**config.mk**
```make
export PLATFORM = sky130hd
export DESIGN_NAME = instruction_fetch
export DESIGN_NICKNAME = d
export VERILOG_FILES = /design/src/rtl/instruction_fetch.sv
export SDC_FILE = /design/constraint.sdc
export NUM_CORES = 1
export LEC_CHECK = 0
export ABC_AREA = 0
export ABC_CLOCK_PERIOD_IN_PS = 2500
export CAP_MARGIN = 10
export CORE_MARGIN = 3
export CORE_UTILIZATION = 45
export DETAILED_ROUTE_END_ITERATION = 6
export GPL_TIMING_DRIVEN = 1
export PLACE_DENSITY = 0.8
export SETUP_SLACK_MARGIN = 0.5
export SYNTH_ARGS = -nofsm -noshare
export SYNTH_HDL_FRONTEND = slang
export SYNTH_SLANG_ARGS = --single-unit
```
**constraint.sdc**
```tcl
create_clock -name clk -period 2.5 [get_ports clk]
set_input_delay 0.625 -clock clk [delete_from_list [all_inputs] [get_ports clk]]
set_output_delay 0.625 -clock clk [all_outputs]
set_load 0.005 [all_outputs]
```
**src/rtl/instruction_fetch.sv**
```systemverilog
// Instruction fetch stage: owns the PC, reads words from Ram and hands them
// to decode over a valid/ready handshake, with branch redirect and a delivered count.
//
// state   | meaning
// IDLE    | out of reset, PC loaded, no read issued yet
// REQUEST | Ram read in flight at pc (mem_enable=1)
// HOLD    | instr valid, waiting for decode to accept
module instruction_fetch #(
  parameter int DATA_SIZE = 32,
  parameter int ADDRESS_SIZE = 16,
  parameter logic [ADDRESS_SIZE-1:0] RESET_PC = '0
) (
  input  logic                    clk,
  input  logic                    reset_n,
  output logic                    mem_enable,
  output logic                    mem_read_write,
  output logic [ADDRESS_SIZE-1:0] mem_address,
  input  logic [DATA_SIZE-1:0]    mem_data,
  input  logic                    branch_taken,
  input  logic [ADDRESS_SIZE-1:0] branch_target,
  output logic [DATA_SIZE-1:0]    instr,
  output logic [ADDRESS_SIZE-1:0] instr_pc,
  output logic                    instr_valid,
  input  logic                    instr_ready,
  output logic [31:0]             fetch_count
);

  typedef enum logic [1:0] {IDLE, REQUEST, HOLD} state_t;

  state_t                  state;
  logic [ADDRESS_SIZE-1:0] pc;
  logic                    handshake;

  assign handshake      = instr_valid & instr_ready;
  assign mem_enable     = (state == REQUEST);
  assign mem_address    = pc;
  assign mem_read_write = 1'b1;

  always_ff @(posedge clk) begin
    if (!reset_n) begin
      state       <= IDLE;
      pc          <= RESET_PC;
      instr       <= '0;
      instr_pc    <= '0;
      instr_valid <= 1'b0;
      fetch_count <= '0;
    end else begin
      case (state)
        IDLE: begin
          state <= REQUEST;
          if (branch_taken) pc <= branch_target;
        end
        REQUEST: begin
          // A redirect discards the word read this cycle and re-reads at the target.
          if (branch_taken) begin
            pc <= branch_target;
          end else begin
            instr       <= mem_data;
            instr_pc    <= pc;
            instr_valid <= 1'b1;
            state       <= HOLD;
          end
        end
        HOLD: begin
          if (handshake) fetch_count <= fetch_count + 32'd1;
          if (branch_taken) begin
            instr_valid <= 1'b0;
            pc          <= branch_target;
            state       <= REQUEST;
          end else if (handshake) begin
            instr_valid <= 1'b0;
            pc          <= pc + 1'b1;
            state       <= REQUEST;
          end
        end
        default: state <= IDLE;
      endcase
    end
  end

endmodule
```
Yosys cells after proc, flatten, opt, wreduce, memory -nomap -nowiden
Cells that the tools add are included.
- flip-flop bits (word level): 99
- bits of input ports: 52
- output and inout port bits: 99
- word-level logic and storage cells: 36
- add/subtract/negate cells: 2
- equality and inequality tests: 5
- mux-type cells: 12
- bitwise gates (word level): 2
- reductions and logical operators: 9
- operators with widths (operator ; count):
    16-bit two-way mux ; 3
    32-bit by 1-bit adder with 32-bit output, second input constant ; 1
    16-bit case mux with 2 select lines ; 1
    16-bit by 1-bit adder with 16-bit output, second input constant ; 1
    2-bit two-way mux ; 3
    2-bit case mux with 3 select lines ; 1
    2-bit AND reduction ; 3
    3-bit AND reduction ; 2
    2-bit nonzero test ; 2
    1-bit two-way mux ; 3
    3-bit != test, second input constant ; 1
    2-bit by 1-bit equality test with 1-bit output, second input constant ; 1
    2-bit equality test, second input constant ; 1
    2-bit zero test ; 1
    2-bit by 1-bit != test with 1-bit output, second input constant ; 1
    2-bit != test, second input constant ; 1
    1-bit case mux with 2 select lines ; 1
    2-bit OR reduction ; 1
    1-bit bitwise AND ; 1
    1-bit inverter ; 1

Longest topological paths before layout
- depth in word-level cells: 4
- gate-level depth with buffers: 8
- mapped depth without buffers: 6

Worst setup path after synthesis
Ideal clock, no wire load.
- path kind: register to register
- start point: register state[0]
- end point: register fetch_count[30]
- library setup time: 0.072 ns
- arrival: 2.112 ns
- required time: 2.428 ns
- setup slack: 0.317 ns
- cell stages (with the launch flop): 9
- buffers on the path: 2
- period minus slack after synthesis: 2.183 ns
- cell sequence: dfxtp_1 > inv_1 > ha_1 > nand4_1 > or4_1 > buf_2 > buf_2 > nor4_2 > mux2i_1
- word-level cells in the longest chain between the ends: 2
- ends and longest elaborated chain (item ; RTL line ; RTL):
    from (decl) ; 30 ; state_t state;
    from (signal assigned) ; 41 ; state <= IDLE;
    from (signal assigned) ; 50 ; state <= REQUEST;
    from (signal assigned) ; 61 ; state <= HOLD;
    2-bit equality test ; 48 ; case (state)
    2-bit AND reduction (no line) ; - ;
    to (signal assigned) ; 65 ; if (handshake) fetch_count <= fetch_count + 32'd1;
    to (decl) ; 25 ; output logic [31:0] fetch_count
No other way between the ends.
A chain may end at the register's enable or synchronous reset.

Final worst setup path
- start point: register state[0]
- end point: register fetch_count[23]
Same word-level chain as after synthesis.

==> out/metrics.yaml <==
clock_tree:
  insertion_delay_ns: 0.36
  hold_buffers: 0
  cts-root-buf: "clkbuf_8"
  htreeDepth: 3
  cts_tree: "yes"
  clk_path_buf_depth: 2
  cts_sinks: 99
  clkSlewWorstSetupHoldPaths_ns: 0.10
  cts_buffers: 9
floorplan:
  die_h_um: 104
  die_w_um: 104
  ioPinCount: 151
  coreArea_um2: 9330
  num_rows: 35
  start_util_pct: 46.5
  dieArea_um2: 10900
critical_path:
  crit_family: "simple AND/OR/NAND/NOR gates"
  worst-path-max-fanout: 19
  path_cells: "inv_4, ha_4, nand4_1, or4_4, buf_6, or4_1, a21oi_1"
  critPathMaxStageDelay_ns: 0.52
  crit_slowest_cell: "or4_4"
  critPathKind: "register to register"
  crit_arrival_ns: 2.30
  critPathBufInv: 2
  endpoint_kind: "register"
  worstSetupStartpointType: "register"
  cp_data_required_time_ns: 2.79
yosys:
  ys_async_sr_fraction_pct: 0
  ys_seq_elements: 99
  synth_area_um2: 4340
  yosysSeqAreaShare_pct: 45.7
  synthDistinctLibCells: 49
  synth_ff_type: "dfxtp_1"
  avgSynthCellArea_um2: 7.89
  yosysWarningCount: 0
  netlist_instances: 550
  syn_nets: 607
  synth_enable_flop_cells: 0
global_routing:
  gr-total-overflow: 0
  grt.total_usage_pct: 22.2
  grt_pass1_vias: 4191
  antenna_found_initial: 0
  grt_max_degree: 49
  grt_pass1_wl_um: 20400
power_and_ir_drop:
  total_leakage_power_nw: 2.17
  vdd_drop_max_mv: 0.366
  power_density_nw_per_um2: 510
  power_w: 0.00330
place:
  gp_congestion: 0.847
  place_ws_ns: -0.105
  dp_cells: 808
  dp_hpwl_um: 8730
  numPortBuffers: 149
sta:
  max-slew-margin-rel_pct: 50.9
  worst_pin_slew_ns: 0.730
  setup_ws_ns: 0.484
  slew_violations: 0
  rsz0062_at_grt: "true"
  fmax_mhz: 496
  finClkSkew_ns: 0.0140
  fin_crit_sh_pct: 80.6
  setup_violations: 0
  setup-tns-final_ns: 0
  period_minus_slack_ns: 2.02
  hold_violations: 0
drt:
  wl_per_cell_um: 15.5
  viasPerCell: 5.51
  first_iter_violations: 288
  vias: 4599
  wirelength_um: 13000
  drcViolationCount: 0
  ant_nets: 0
  drtPass1Iterations: 5
finish:
  nets: 757
  drive_gt1_share_pct: 14.6
  fill_cells: 777
  fin_cells: 834
  mostFrequentLayoutCell: "clkdlybuf4s50_1"
  synthToLayoutAreaGrowth_pct: 49.2
  diodes: 0
  final_cell_mix: "146 x clkdlybuf4s50_1, 125 x nand2_1, 74 x a21oi_1"
worst_hold_path:
  min_path_type: "register to register"
outcome:
  status: "finished clean"
flow_run:
  timing.max_cap.violations: 0
-- flip-flops by register name (all words and copies together) (netlist names) --
register,cells
instr_valid,1
state,2
mem_address,16
fetch_count,32
instr,32
instr_pc,16
-- report_power, final --
part	internal (W)	switching, W	leakage [nW]
sequential	0.00166	0.0000738	0.819
combinational	0.000327	0.000262	1.25
clock	0.000407	0.000576	0.0960
-- worst reg2reg max path: cells and delay by family, from the launching register on --
kind,cells,cell delay (ns)
AOI/OAI and AO/OA,1,0.16
DFF,1,0.37
buffers and inverters,2,0.23
and+or+nand+nor,3,1.07
adders and majority gates,1,0.13
-- layer usage --
layer | GRT usage (%) | up-vias | share of wire, %
li1 | - | 2239 | -
met1 | 29.0 | 2140 | 43
met2 | 37.5 | 204 | 50
met3 | 4.59 | 16 | 6.4
met4 | 5.60 | 0 | 1.3
met5 | 0 | - | 0
-- metrics by stage --
stage / utilization [%] / instance area [um^2] / hold slack, ns
after floorplan: - / 4370 / 0.453
after global placement: 64.9 / 6050 / 0.441
after detailed placement: 64.9 / 6050 / 0.447
after CTS: 67.8 / 6330 / 0.461
after global routing: 69.4 / 6470 / 0.477
final: 69.4 / 6470 / 0.456
-- cells by family (layout without fill, tap and decap cells) --
kind of cell | after synthesis | count (layout) | share of synthesized area [%]
other cells | 1 | 1 | 0.0864
fa+ha+maj | 5 | 5 | 1.44
mux | 5 | 5 | 1.24
compound gates | 136 | 136 | 18.4
xor+xnor | 10 | 10 | 2.02
buf+inv | 49 | 204 | 4.38
simple gates | 245 | 245 | 26.7
flops | 99 | 99 | 45.7
-- timing repair --
action	4_1_cts	5_1_grt
gates cloned	1	0
pin swaps	11	13
buffers inserted	4	5
endpoints found under the setup margin	39	44
gates resized for setup	24	41
-- synth_stat cells (all sizes together) (7+ instances only) --
| master | n | area [um^2] |
|---|---|---|
| nand2 | 126 | 473 |
| dfxtp | 99 | 1980 |
| a21oi | 77 | 385 |
| clkbuf | 31 | 116 |
| nor2 | 22 | 82.6 |
| o21ai | 20 | 100 |
| nand3 | 19 | 95.1 |
| nand4 | 14 | 87.6 |
| or3 | 13 | 81.3 |
| or4 | 13 | 97.6 |
| inv | 11 | 41.3 |
| nor3 | 11 | 55.1 |
| nor4 | 9 | 62.6 |
| o31ai | 9 | 67.6 |
| xnor2 | 8 | 70.1 |
| buf | 7 | 32.5 |
-- worst paths after layout --
kind / startpoint / endpoint / slack [ns] / cells past startpoint
max reg2reg: state[0] / fetch_count[23] / 0.48 / 7
max: state[0] / fetch_count[23] / 0.48 / 7
min reg2reg: instr[25] / instr[25] / 0.46 / 2
min: instr[25] / instr[25] / 0.46 / 2
-- layout make-up --
cell class	instances	area (um^2)	share of cell area, %
clock buffer	11	141	2.18
sequential	99	2030	31.4
timing repair buffer	177	1770	27.3
clock inverter	5	46.3	0.715
inverter	11	43.8	0.676
tap	129	161	2.49
multi-input combinational	402	2280	35.3
Power figures use the tool's default switching activity.
